<file path="src/rtl/interleaver_pp.sv">
// Purpose: ping-pong block bit interleaver (two banks, write permuted / read linear).
// Latency: bit 0 of a block is presented the cycle after its last input bit is written.
// Backpressure: ready_out drops while both banks are full/draining; ready_in stalls the output register.
//
// Ports:
//   clk, reset           single rising-edge clock, async active-high reset
//   mode[1:0]            0=QPSK(s=1) 1=16QAM(s=2) 2=64QAM(s=3) 3=treated as QPSK
//   data_valid/input_data/ready_out   upstream bit handshake
//   valid_out/output_data/ready_in    downstream bit handshake
//   block_done           one-cycle pulse after the last bit of a block is consumed
module interleaver_pp #(
    parameter int BASE_NCBPS = 192,
    parameter int D          = 16
) (
    input  logic       clk,
    input  logic       reset,
    input  logic [1:0] mode,
    input  logic       data_valid,
    input  logic       input_data,
    output logic       ready_out,
    input  logic       ready_in,
    output logic       valid_out,
    output logic       output_data,
    output logic       block_done
);

    localparam int MAX_NCBPS = 3 * BASE_NCBPS;
    localparam int AW        = $clog2(MAX_NCBPS);
    localparam int W         = AW + 5;

    localparam logic [W-1:0] ONE    = W'(1);
    localparam logic [W-1:0] C2     = W'(2);
    localparam logic [W-1:0] C3     = W'(3);
    localparam logic [W-1:0] BLK    = W'(BASE_NCBPS);
    localparam logic [W-1:0] ROWS   = W'(BASE_NCBPS / D);
    localparam logic [W-1:0] D_LAST = W'(D - 1);

    localparam logic [1:0] ST_EMPTY    = 2'd0;
    localparam logic [1:0] ST_FILLING  = 2'd1;
    localparam logic [1:0] ST_FULL     = 2'd2;
    localparam logic [1:0] ST_DRAINING = 2'd3;

    function automatic logic [W-1:0] s_of(input logic [1:0] md);
        case (md)
            2'd1:    s_of = W'(2);
            2'd2:    s_of = W'(3);
            default: s_of = W'(1);
        endcase
    endfunction

    logic             mem [2][MAX_NCBPS];
    logic [1:0]       bank_st   [2];
    logic [1:0]       bank_mode [2];
    logic             wr_ptr, rd_ptr;
    logic [W-1:0]     wr_cnt, wr_col, wr_row, rd_cnt;
    logic             out_last, out_bank;

    logic             wr_first, wr_en, wr_last;
    logic [1:0]       wr_mode;
    logic [W-1:0]     wr_s, wr_n, m, t;
    logic [AW-1:0]    wr_addr;
    logic [W-1:0]     rd_n;
    logic             rd_avail, rd_last, consume, load;

    always_comb begin
        wr_first  = (bank_st[wr_ptr] == ST_EMPTY);
        // Mode is taken live only for the first bit; afterwards the bank's copy rules.
        wr_mode   = wr_first ? mode : bank_mode[wr_ptr];
        wr_s      = s_of(wr_mode);
        wr_n      = wr_s * BLK;
        ready_out = !reset && ((bank_st[wr_ptr] == ST_EMPTY) || (bank_st[wr_ptr] == ST_FILLING));
        wr_en     = data_valid && ready_out;
        wr_last   = (wr_cnt == wr_n - ONE);

        // wr_col = k mod D, wr_row = floor(k/D). Since wr_row < Ncbps/D,
        // floor(D*m/Ncbps) collapses to wr_col, and Ncbps is a multiple of s.
        m = wr_row + wr_col * (wr_s * ROWS);
        t = m + wr_n - wr_col;
        case (wr_mode)
            2'd1:    wr_addr = AW'(m - (m % C2) + (t % C2));
            2'd2:    wr_addr = AW'(m - (m % C3) + (t % C3));
            default: wr_addr = AW'(m);
        endcase

        rd_n     = s_of(bank_mode[rd_ptr]) * BLK;
        rd_last  = (rd_cnt == rd_n - ONE);
        // rd_ptr leaves a bank as soon as its last bit is loaded, so a
        // DRAINING bank under rd_ptr always still has bits to send.
        rd_avail = (bank_st[rd_ptr] == ST_FULL) || (bank_st[rd_ptr] == ST_DRAINING);
        consume  = valid_out && ready_in;
        load     = (!valid_out || ready_in) && rd_avail;
    end

    always_ff @(posedge clk) begin
        if (wr_en) begin
            mem[wr_ptr][wr_addr] <= input_data;
        end
    end

    always_ff @(posedge clk or posedge reset) begin
        if (reset) begin
            bank_st[0]   <= ST_EMPTY;
            bank_st[1]   <= ST_EMPTY;
            bank_mode[0] <= 2'd0;
            bank_mode[1] <= 2'd0;
            wr_ptr       <= 1'b0;
            rd_ptr       <= 1'b0;
            wr_cnt       <= '0;
            wr_col       <= '0;
            wr_row       <= '0;
            rd_cnt       <= '0;
            out_last     <= 1'b0;
            out_bank     <= 1'b0;
            valid_out    <= 1'b0;
            output_data  <= 1'b0;
            block_done   <= 1'b0;
        end else begin
            if (wr_en) begin
                if (wr_first) begin
                    bank_mode[wr_ptr] <= mode;
                    bank_st[wr_ptr]   <= ST_FILLING;
                end
                if (wr_last) begin
                    bank_st[wr_ptr] <= ST_FULL;
                    wr_ptr          <= !wr_ptr;
                    wr_cnt          <= '0;
                    wr_col          <= '0;
                    wr_row          <= '0;
                end else begin
                    wr_cnt <= wr_cnt + ONE;
                    if (wr_col == D_LAST) begin
                        wr_col <= '0;
                        wr_row <= wr_row + ONE;
                    end else begin
                        wr_col <= wr_col + ONE;
                    end
                end
            end

            // Drain completion targets out_bank, never the bank being written or loaded.
            block_done <= consume && out_last;
            if (consume && out_last) begin
                bank_st[out_bank] <= ST_EMPTY;
            end

            if (load) begin
                output_data <= mem[rd_ptr][rd_cnt[AW-1:0]];
                valid_out   <= 1'b1;
                out_bank    <= rd_ptr;
                out_last    <= rd_last;
                if (rd_cnt == '0) begin
                    bank_st[rd_ptr] <= ST_DRAINING;
                end
                if (rd_last) begin
                    rd_cnt <= '0;
                    rd_ptr <= !rd_ptr;
                end else begin
                    rd_cnt <= rd_cnt + ONE;
                end
            end else if (consume) begin
                valid_out <= 1'b0;
            end
        end
    end

endmodule

</file>
<file path="config.mk">
export PLATFORM = sky130hd
export DESIGN_NAME = interleaver_pp
export DESIGN_NICKNAME = d
export VERILOG_FILES = /design/src/rtl/interleaver_pp.sv
export SDC_FILE = /design/constraint.sdc
export NUM_CORES = 2
export LEC_CHECK = 0
export BUFFER_PORTS_ARGS = -buffer_cell sky130_fd_sc_hd__buf_2
export CORE_MARGIN = 4
export CORE_UTILIZATION = 58
export CTS_CLUSTER_DIAMETER = 50
export DETAILED_ROUTE_END_ITERATION = 12
export PLACE_DENSITY_LB_ADDON = 0.3
export SYNTH_ARGS = -nofsm -noshare
export SYNTH_HDL_FRONTEND = slang
export SYNTH_SLANG_ARGS = --single-unit
</file>
<file path="constraint.sdc">
create_clock -name clk -period 29.5 [get_ports clk]
set_input_delay 2.95 -clock clk [delete_from_list [all_inputs] [get_ports clk]]
set_output_delay 2.95 -clock clk [all_outputs]
set_load 0.005 [all_outputs]
</file>
==> run summary <==
The run finished with clean final reports. The logs give 4 for the number of antenna violations at the first check in global routing and 0 for the count of unresolved DRC violations after routing. For the initial cell density of the core, the log shows 0.5838. In this run the tool buffered the top-level ports with 10 buffer cells.

At the later pin of the worst-skew pair, clock insertion delay measures 0.70 ns. Using the TritonRoute via totals, the vias-per-cell ratio works out to 6.996. Setup repair after global routing left no endpoint under its margin.

STA classifies the critical path endpoint as a flop. The tools report the via count of the first global-routing pass as 42830. The quantity of hold-fixing buffers added after cts came out at 0.

The run gives 3 as the H-tree depth. The most common library cell in the layout ignoring fill and taps is sky130_fd_sc_hd__edfxtp_1. The width of the die was 344.3 um; the total number of placement rows was 123.

The cell at the slowest stage of the critical path is sky130_fd_sc_hd__a211o_4. The slew at the pin closest to its max-slew limit works out to 1.347 ns. TritonCTS built the clock tree. The logs give 118 for the TritonCTS buffer count and 105 for the count of cell types in the netlist. The detailed router finished its first iteration with 6544 violations. Final hold analysis gives a worst-case slack of 0.5016 ns. The area of the multi-input gates is 26680 um^2. Sorting the synthesized cells by area gives the leading types as sky130_fd_sc_hd__edfxtp_1, sky130_fd_sc_hd__mux4_2, sky130_fd_sc_hd__nor4_1. The post-synthesis area per instance is 13.01 um^2. The routed wire length was 165.2 mm; the count of final max-slew check failures was 0.

The total track usage is 0.2780. The remaining max-slew budget at the tightest pin is 0.1020. The count of cells along the worst register-to-register path is 68, and the number of synthesized register bits is 1227.

Clock tree synthesis found a total of 1227 sinks. Across the routed clock network, the largest skew measured is 0.03104 ns. The clock root buffer was sky130_fd_sc_hd__clkbuf_16. The area fraction of the dominant cell type after synthesis came out at 0.5274. For the area of the die, the log shows 118500 um^2. Entering global routing, the biggest net connects 311 pins. The total of endpoints with negative setup slack in the final report came out at 0. After detailed routing, the average wire length per cell comes to 25.96 um. The wire-length estimate of the detail-placed layout is 99.28 mm. Ratio of cells with drive above 1 in the final layout: 0.1492.

After floorplanning, the core was sized to cover 112300 um^2. The sequential cells in the finished layout cover a total of 36480 um^2. Data on the critical path is required at its endpoint by 29.89 ns. The share of the cycle needed by the critical path after routing was 0.7902; the stage delay of the slowest cell on the critical path was 0.85 ns. In this run the register-to-register setup slack is 7.41 ns. Routability-driven placement finished with a final weighted congestion of 0.8904. The setup total negative slack is 0 ns, and the maximum fanout encountered on the critical timing path is 241. The share of flip-flops with an asynchronous set or reset was 0.06112. The top cell types in the final layout, fill and taps aside, are sky130_fd_sc_hd__edfxtp_1, sky130_fd_sc_hd__nor4_1, sky130_fd_sc_hd__nor3_1.

The number of maximum-capacitance violations came out at 0. The run gives 0 as the post-CTS setup buffer count. The filler cells instantiated in the layout total 8321. Once detail routing completed, the nets flagged for antenna violations numbered 0. The post-synthesis cell count was 5041; the clock edge transition at the registers on the reported setup and hold paths was 0.06 ns. The number of flops mapped to enable cells by yosys came out at 1152. The tightest min-delay check is of the flop to flop type. Timing would allow up to 42.90 MHz. For the number of warnings reported in the yosys synthesis log, the log shows 0. The run gives 5204 as the synthesized netlist net count. The most instantiated flip-flop cell in the synthesis netlist was sky130_fd_sc_hd__edfxtp_1. For this block, the via count after detailed routing is 44510. Number of nets in the finished design: 4928. The arrival time of the worst setup path is 23.70 ns, and the first-pass GRT wire length is 256.9 mm.

Once the clock tree was built, the resizer swapped 0 gates to a different size. The height of the chip works out to 344.3 um. The final-report hold violation count is 0, and the number of top-level design ports is 11. The critical path class is primary input to flop. Buffer levels on the longest clock path: 3.

The startpoint of the worst-slack reg-to-reg timing path was wr_ptr. The count of cells along the worst hold path was 1. For the sequential element share of the synthesized area, the log shows 0.5560. The worst hold path begins at out_last. The first detailed-routing pass ran for 6 iterations. The category of the worst setup path launch point is a primary input. The terminus of the critical flop-to-flop path is mem[0][404].

The post-layout minimum cycle time is 23.31 ns. The synthesized design spends more area on one cell type than any other, namely sky130_fd_sc_hd__edfxtp_1. Compared with the post-synthesis result, the final layout area differs by 6.387%.

Worst-case hold path end point: out_last. Final standard cell utilization of the core: 0.6211. The tools report the synthesized cell area as 65590 um^2.

Global routing finished with a remaining overflow of 0.
cell type report:
cell class                      count  share of cell area
Clock buffer                      145             0.04451
Sequential cell                  1227              0.5228
Antenna cell                        2          0.00007172
Multi-Input combinational cell   3249              0.3824
Clock inverter                     70            0.008661
Inverter                           90            0.004931
Timing Repair Buffer               79            0.009719
Tap cell                         1500             0.02690
critical path: cells and delay by family:
family / cells / cell delay, ns
AOI/OAI and AO/OA: 27 / 8.21
xor gates and xnor gates: 5 / 1.02
adders and majority gates: 10 / 3.47
buffers and inverters: 8 / 2.29
muxes: 4 / 2.08
and+or+nand+nor: 13 / 3.34
sequential cells by signal, summed over array words and instances, names as in the netlist, 4 cells and up:
name / flops
mem: 1152
rd_cnt: 15
wr_cnt: 15
wr_col: 15
wr_row: 15
bank_mode: 4
bank_st: 4
cell usage after synthesis, drive strengths merged, types with 21 or more instances:
cell type and instances:
o21ai 92, nor3 437, xnor2 97, a21oi 357
or3 21, ha 122, and2 29, nand2 404
dfrtp 75, nand4 24, and3 31, nor4 541
a21o 28, fa 34, nand2b 21, xor2 43
inv 89, mux4 382, buf 141, clkbuf 318
a211oi 24, o211ai 24, nor2 168, a31oi 21
edfxtp 1152, nand3 72, mux2 21
routing by layer:
metal | vias to the layer above | wire length [um] | global-route usage
met2 | 2318 | 77640 | 0.4276
met3 | 339 | 16860 | 0.05199
met4 | 2 | 5810 | 0.09220
met1 | 22260 | 64830 | 0.4060
met5 | - | 20 | 0
li1 | 19600 | - | -
kinds of logic (layout without fill, tap and decap cells):
family | after synthesis | in the layout | synth area share
muxes | 418 | 418 | 0.1372
AOI/OAI and AO/OA | 710 | 710 | 0.06749
and+or+nand+nor | 1821 | 1821 | 0.1463
buffers and inverters | 565 | 384 | 0.03913
other | 0 | 2 | 0
adders and majority gates | 156 | 156 | 0.03365
DFF | 1227 | 1227 | 0.5560
xor gates and xnor gates | 144 | 144 | 0.02020
through the flow:
stage | std cells | setup WS [ns] | cell area, um^2
final | 6362 | 6.190 | 69780
after global placement | 6145 | 6.374 | 66060
after CTS | 6360 | 6.598 | 69770
after detailed placement | 6145 | 5.958 | 66060
after floorplan | 5041 | 10.35 | 65590
after global routing | 6360 | 4.575 | 69770
how the worst max path moves through the flow:
stage / cells past startpoint / startpoint / end / slack [ns]
after floorplan: 67 / mode[0] / mem[1][126] / 10.35
after global placement: 64 / mode[1] / mem[1][440] / 6.37
after detailed placement: 67 / mode[1] / mem[1][445] / 5.96
after CTS: 67 / mode[1] / mem[0][186] / 6.60
after global routing: 67 / mode[1] / mem[0][166] / 4.57
final: 67 / mode[1] / mem[0][404] / 6.19
Power is not shown: default switching activity piles up to over one toggle a cycle in this logic, so the estimate is an artifact.
